**src/rtl/tap_ctrl_ir_dr.sv**
```systemverilog
// tap_ctrl_ir_dr: IEEE 1149.1-style TAP controller with IR, BYPASS, IDCODE and one user DR.
// Latency: shift registers update on each rising clk edge; TDO is combinational from the active LSB.
// Backpressure: none; JTAG is clocked by the host and every edge is accepted.
//
// Ports:
//   clk, TRST        - TCK and synchronous active-high test reset
//   TMS, TDI         - mode select and serial data in
//   TDO, TDO_EN      - serial data out and its enable (high in Shift_DR/Shift_IR)
//   state            - current TAP state (4'd0..4'd15)
//   ir_out           - current instruction
//   user_capture     - parallel value captured into the user shift register
//   user_dr          - user register parallel output
//   user_update      - one-cycle pulse when user_dr is written
module tap_ctrl_ir_dr #(
  parameter int                  IR_WIDTH     = 4,
  parameter int                  DR_WIDTH     = 8,
  parameter logic [31:0]         IDCODE_VAL   = 32'h0BA0_0477,
  parameter logic [IR_WIDTH-1:0] INSTR_IDCODE = 4'h1,
  parameter logic [IR_WIDTH-1:0] INSTR_USER   = 4'h8
) (
  input  logic                clk,
  input  logic                TRST,
  input  logic                TMS,
  input  logic                TDI,
  output logic                TDO,
  output logic                TDO_EN,
  output logic [3:0]          state,
  output logic [IR_WIDTH-1:0] ir_out,
  input  logic [DR_WIDTH-1:0] user_capture,
  output logic [DR_WIDTH-1:0] user_dr,
  output logic                user_update
);

  typedef enum logic [3:0] {
    TEST_LOGIC_RESET = 4'd0,
    RUN_TEST_IDLE    = 4'd1,
    SELECT_DR_SCAN   = 4'd2,
    CAPTURE_DR       = 4'd3,
    SHIFT_DR         = 4'd4,
    EXIT1_DR         = 4'd5,
    PAUSE_DR         = 4'd6,
    EXIT2_DR         = 4'd7,
    UPDATE_DR        = 4'd8,
    SELECT_IR_SCAN   = 4'd9,
    CAPTURE_IR       = 4'd10,
    SHIFT_IR         = 4'd11,
    EXIT1_IR         = 4'd12,
    PAUSE_IR         = 4'd13,
    EXIT2_IR         = 4'd14,
    UPDATE_IR        = 4'd15
  } tap_state_e;

  tap_state_e          state_q, state_d;
  logic [IR_WIDTH-1:0] ir_sr_q, ir_sr_d;
  logic [IR_WIDTH-1:0] ir_q, ir_d;
  logic                byp_q, byp_d;
  logic [31:0]         id_sr_q, id_sr_d;
  logic [DR_WIDTH-1:0] usr_sr_q, usr_sr_d;
  logic [DR_WIDTH-1:0] user_dr_q, user_dr_d;
  logic                upd_q, upd_d;

  logic sel_id;
  logic sel_user;
  logic dr_lsb;

  // Any code other than IDCODE or USER (including all-ones) falls through to BYPASS.
  assign sel_id   = (ir_q == INSTR_IDCODE);
  assign sel_user = (ir_q == INSTR_USER);
  assign dr_lsb   = sel_id ? id_sr_q[0] : (sel_user ? usr_sr_q[0] : byp_q);

  // State register
  always_ff @(posedge clk) begin
    if (TRST) begin
      state_q <= TEST_LOGIC_RESET;
    end else begin
      state_q <= state_d;
    end
  end

  // Next-state logic: standard 1149.1 TAP graph
  always_comb begin
    state_d = state_q;
    case (state_q)
      TEST_LOGIC_RESET: state_d = TMS ? TEST_LOGIC_RESET : RUN_TEST_IDLE;
      RUN_TEST_IDLE:    state_d = TMS ? SELECT_DR_SCAN   : RUN_TEST_IDLE;
      SELECT_DR_SCAN:   state_d = TMS ? SELECT_IR_SCAN   : CAPTURE_DR;
      CAPTURE_DR:       state_d = TMS ? EXIT1_DR         : SHIFT_DR;
      SHIFT_DR:         state_d = TMS ? EXIT1_DR         : SHIFT_DR;
      EXIT1_DR:         state_d = TMS ? UPDATE_DR        : PAUSE_DR;
      PAUSE_DR:         state_d = TMS ? EXIT2_DR         : PAUSE_DR;
      EXIT2_DR:         state_d = TMS ? UPDATE_DR        : SHIFT_DR;
      UPDATE_DR:        state_d = TMS ? SELECT_DR_SCAN   : RUN_TEST_IDLE;
      SELECT_IR_SCAN:   state_d = TMS ? TEST_LOGIC_RESET : CAPTURE_IR;
      CAPTURE_IR:       state_d = TMS ? EXIT1_IR         : SHIFT_IR;
      SHIFT_IR:         state_d = TMS ? EXIT1_IR         : SHIFT_IR;
      EXIT1_IR:         state_d = TMS ? UPDATE_IR        : PAUSE_IR;
      PAUSE_IR:         state_d = TMS ? EXIT2_IR         : PAUSE_IR;
      EXIT2_IR:         state_d = TMS ? UPDATE_IR        : SHIFT_IR;
      UPDATE_IR:        state_d = TMS ? SELECT_DR_SCAN   : RUN_TEST_IDLE;
      default:          state_d = TEST_LOGIC_RESET;
    endcase
  end

  // Datapath next-state: actions are keyed on the state being left at this edge.
  // Pause/Exit states fall through to the hold defaults.
  always_comb begin
    ir_sr_d   = ir_sr_q;
    ir_d      = ir_q;
    byp_d     = byp_q;
    id_sr_d   = id_sr_q;
    usr_sr_d  = usr_sr_q;
    user_dr_d = user_dr_q;
    upd_d     = 1'b0;
    case (state_q)
      TEST_LOGIC_RESET: ir_d = INSTR_IDCODE;
      CAPTURE_IR:       ir_sr_d = {{(IR_WIDTH-1){1'b0}}, 1'b1};
      SHIFT_IR: begin
        ir_sr_d               = ir_sr_q >> 1;
        ir_sr_d[IR_WIDTH-1]   = TDI;
      end
      UPDATE_IR:        ir_d = ir_sr_q;
      CAPTURE_DR: begin
        if (sel_id)        id_sr_d  = IDCODE_VAL;
        else if (sel_user) usr_sr_d = user_capture;
        else               byp_d    = 1'b0;
      end
      SHIFT_DR: begin
        if (sel_id) begin
          id_sr_d     = id_sr_q >> 1;
          id_sr_d[31] = TDI;
        end else if (sel_user) begin
          usr_sr_d             = usr_sr_q >> 1;
          usr_sr_d[DR_WIDTH-1] = TDI;
        end else begin
          byp_d = TDI;
        end
      end
      UPDATE_DR: begin
        if (sel_user) begin
          user_dr_d = usr_sr_q;
          upd_d     = 1'b1;
        end
      end
      default: ;
    endcase
  end

  // TRST wins over every datapath action, including mid-shift.
  always_ff @(posedge clk) begin
    if (TRST) begin
      ir_sr_q   <= '0;
      ir_q      <= INSTR_IDCODE;
      byp_q     <= 1'b0;
      id_sr_q   <= '0;
      usr_sr_q  <= '0;
      user_dr_q <= '0;
      upd_q     <= 1'b0;
    end else begin
      ir_sr_q   <= ir_sr_d;
      ir_q      <= ir_d;
      byp_q     <= byp_d;
      id_sr_q   <= id_sr_d;
      usr_sr_q  <= usr_sr_d;
      user_dr_q <= user_dr_d;
      upd_q     <= upd_d;
    end
  end

  // TDO follows the active chain's LSB through the whole DR or IR column; zero elsewhere.
  always_comb begin
    TDO = 1'b0;
    case (state_q)
      CAPTURE_DR, SHIFT_DR, EXIT1_DR, PAUSE_DR, EXIT2_DR, UPDATE_DR: TDO = dr_lsb;
      CAPTURE_IR, SHIFT_IR, EXIT1_IR, PAUSE_IR, EXIT2_IR, UPDATE_IR: TDO = ir_sr_q[0];
      default: TDO = 1'b0;
    endcase
  end

  assign TDO_EN      = (state_q == SHIFT_DR) || (state_q == SHIFT_IR);
  assign state       = state_q;
  assign ir_out      = ir_q;
  assign user_dr     = user_dr_q;
  assign user_update = upd_q;

endmodule

```
**config.mk**
```make
export PLATFORM = sky130hd
export DESIGN_NAME = tap_ctrl_ir_dr
export DESIGN_NICKNAME = d
export VERILOG_FILES = /design/src/rtl/tap_ctrl_ir_dr.sv
export SDC_FILE = /design/constraint.sdc
export NUM_CORES = 1
export LEC_CHECK = 0
export ABC_AREA = 1
export CAP_MARGIN = 0
export CORE_UTILIZATION = 45
export CTS_CLUSTER_SIZE = 28
export DETAILED_ROUTE_END_ITERATION = 7
export GPL_TIMING_DRIVEN = 0
export PLACE_DENSITY = 0.76
export SLEW_MARGIN = 20
export SYNTH_ARGS = -nofsm -noshare
export SYNTH_HDL_FRONTEND = slang
export SYNTH_SLANG_ARGS = --single-unit
```
**constraint.sdc**
```tcl
create_clock -name clk -period 2.3 [get_ports clk]
set_input_delay 0.23 -clock clk [delete_from_list [all_inputs] [get_ports clk]]
set_output_delay 0.23 -clock clk [all_outputs]
set_load 0.005 [all_outputs]
```
==> results.tsv <==
metric	value	unit
cts_root_buf	clkbuf_8	
async_flop_share	0	%
worstPathMaxFanout	10	
synth_top_cell_area_share	47.2	%
avgViaCountPerCell	5.05	
synth_nets	387	
hpwlAfterDp	4150	µm
synth_edf_count	0	
synth_area_leaders	dfxtp_1 (47%), nand2_1 (16%), a21oi_1 (9.7%), o21ai_0 (6.7%), nor2_1 (6.6%)	
ys.flop_type	dfxtp_1	
power.internal	1.83	mW
fin_crit_sh	96.1	%
area_growth	22.8	%
synthCells	375	
drive_above_1_share	9.07	%
critPathCaptureType	output pin	
wl	5920	µm
ant_nets	0	
numCtsBuffers	9	
seqPwrFrac	46.7	%
synth_top_area_cell	dfxtp_1	
drv_cap	0	
dr.pass1.iters	5	
combinationalPowerShare	9.4	%
vias	2481	
gp_congestion	0.843	
setup_tns	0	ps
synth_cell_types	22	
finalSetupViolCount	0	
cts_buffer_depth	2	
htree_levels	3	
seq_area_frac_synth	47.2	%
grt_antenna_before_repair	0	
p_leak	1.28	nW
cts_hold_buf	0	
fmax	452	MHz
grt_overflow	0	
final_core_util	57.9	%
cp_data_arrival_time	1980	ps
grt_pass1_vias	2305	
rsz0062_at_grt	no	
switching_share	24.3	%
cts_tree	built	
clock_skew	10.2	ps
yosys-top-cells-count	nand2_1 (113), dfxtp_1 (62), a21oi_1 (51)	
slew_headroom	67.5	%
avgSynthCellArea	7.01	µm²
post-place-ws	417	ps
io_pins	31	
vdd_drop_max	0.511	mV
synth.most_common_cell	nand2_1	
drc_errors	0	
seq_area	1240	µm²
start_kind	flop	
final_hold_viol_count	0	
clk_latency	330	ps
dieArea	6150	µm²
p_clk_share	43.9	%
p_per_area	747	nW/µm²
core	5570	µm²
clkTransAtPathRegs	70	ps
grt_start_max_net_pins	12	
port_buffers	28	
required	2070	ps
grtUsageTotal	20.9	%
die_h	78.4	µm
worst_pin_slew	488	ps
die_w	78.4	µm
hold_class	input pin to flop	
synth_seq_cells	62	
nets	426	
min_period	2210	ps
power	2.41	mW
p_sw	0.587	mW
row_count	27	
drtIter0Drc	159	
critPathKind	flop to output pin	
diodes	0	
multi_input_area	1190	µm²
setup_slack	89.6	ps
outcome	complete, no violations	
syn-cell-area	2630	µm²
clkSinkCount	62	
fillers	510	
initial_core_util	47.1	%
maxSlewViolCount	0	
ys_warn_count	0	
wl_per_cell	12.1	µm
grt_pass1_wl	9920	µm
## area by class of cell
type,instances,area share [%]
clock inverters,6,2.64
inverters,27,3.14
repair buffers,28,8.69
flip-flops and latches,62,38.6
clock buffers,10,4.27
well taps,72,2.79
plain buffers,18,2.95
multi-input cells,268,37.0
## cell families (layout without fill, tap and decap cells)
| group | after synthesis | count (layout) | synth area share [%] |
|---|---|---|---|
| flops | 62 | 62 | 47.2 |
| compound gates | 91 | 91 | 17.7 |
| simple gates | 177 | 177 | 27.6 |
| buf+inv | 45 | 89 | 7.48 |
## critical path: stages (launching register included)
cell and delay (ps):
dfxtp_1 360, nor2_2 290, nand2_4 160, clkbuf_1 230, nand2_1 100, clkdlybuf4s50_1 500
## registers in the layout, summed over array words and instances (netlist names)
| signal | count |
|---|---|
| user_dr | 8 |
| usr_sr_q | 8 |
| ir_sr_q | 4 |
| state | 4 |
| id_sr_q | 32 |
| user_update | 1 |
| ir_out | 4 |
| byp_q | 1 |
## per-stage QoR
step           cell area, µm²  std cells  hold WS (ps)
6_report                 3230        491           285
5_1_grt                  3230        491           333
4_1_cts                  3220        491           272
3_5_place_dp             3000        475           453
3_3_place_gp             3000        475           448
2_1_floorplan            2630        375           377
## power groups by stage
stage / Sequential, mW / Combinational, mW / Clock, mW
floorplan: 1.15 / 0.152 / 0
global placement: 1.15 / 0.220 / 0
detailed placement: 1.15 / 0.223 / 0
CTS: 1.13 / 0.225 / 1.07
global route: 1.13 / 0.252 / 1.12
finish: 1.13 / 0.227 / 1.06
## timing repair
action	in CTS	in global routing
hold endpoints to repair	0	0
setup buffers	0	0
resized for setup	0	4
setup endpoints to repair	0	2
## final timing paths
check | slack, ps | to | startpoint | cells after the start
worst max register to register | 760 | id_sr_q[23] | state[1] | 7
worst max-delay path | 90 | TDO_EN | state[1] | 5
worst min-delay path | 280 | state[2] | TMS | 3
worst min register to register | 460 | id_sr_q[3] | id_sr_q[3] | 2
## per-layer routing
metal / track usage, % / wire length (µm)
met1: 24.3 / 2720
met3: 4.42 / 254
met2: 34.6 / 2800
met4: 13.5 / 146
met5: 0 / 0
## cells in the final DEF, fill, tap and decap left out
| master | Yosys | routed |
|---|---|---|
| nand2_1 | 113 | 113 |
| dfxtp_1 | 62 | 59 |
| a21oi_1 | 51 | 51 |
| nor2_1 | 46 | 45 |
| o21ai_0 | 35 | 35 |
| clkdlybuf4s50_1 | 0 | 28 |
| inv_1 | 26 | 26 |
| clkbuf_1 | 10 | 10 |
| clkbuf_8 | 0 | 10 |
| nand3_1 | 7 | 7 |
| buf_2 | 4 | 4 |
| nand2_2 | 3 | 3 |
| nor2_4 | 3 | 3 |
| dfxtp_2 | 0 | 3 |
| nor2_2 | 1 | 2 |
| nand2_4 | 2 | 2 |
| buf_6 | 2 | 2 |
| buf_4 | 2 | 2 |
| o22ai_1 | 2 | 2 |
| bufinv_16 | 0 | 2 |
| clkinvlp_4 | 0 | 2 |
| clkinv_2 | 0 | 2 |
| o211ai_1 | 1 | 1 |
| inv_2 | 1 | 1 |
| nand4_1 | 1 | 1 |
| o21a_1 | 1 | 1 |
| a211oi_1 | 1 | 1 |
| nor3_1 | 1 | 1 |
Note: power is estimated with default switching activity, not from simulation.
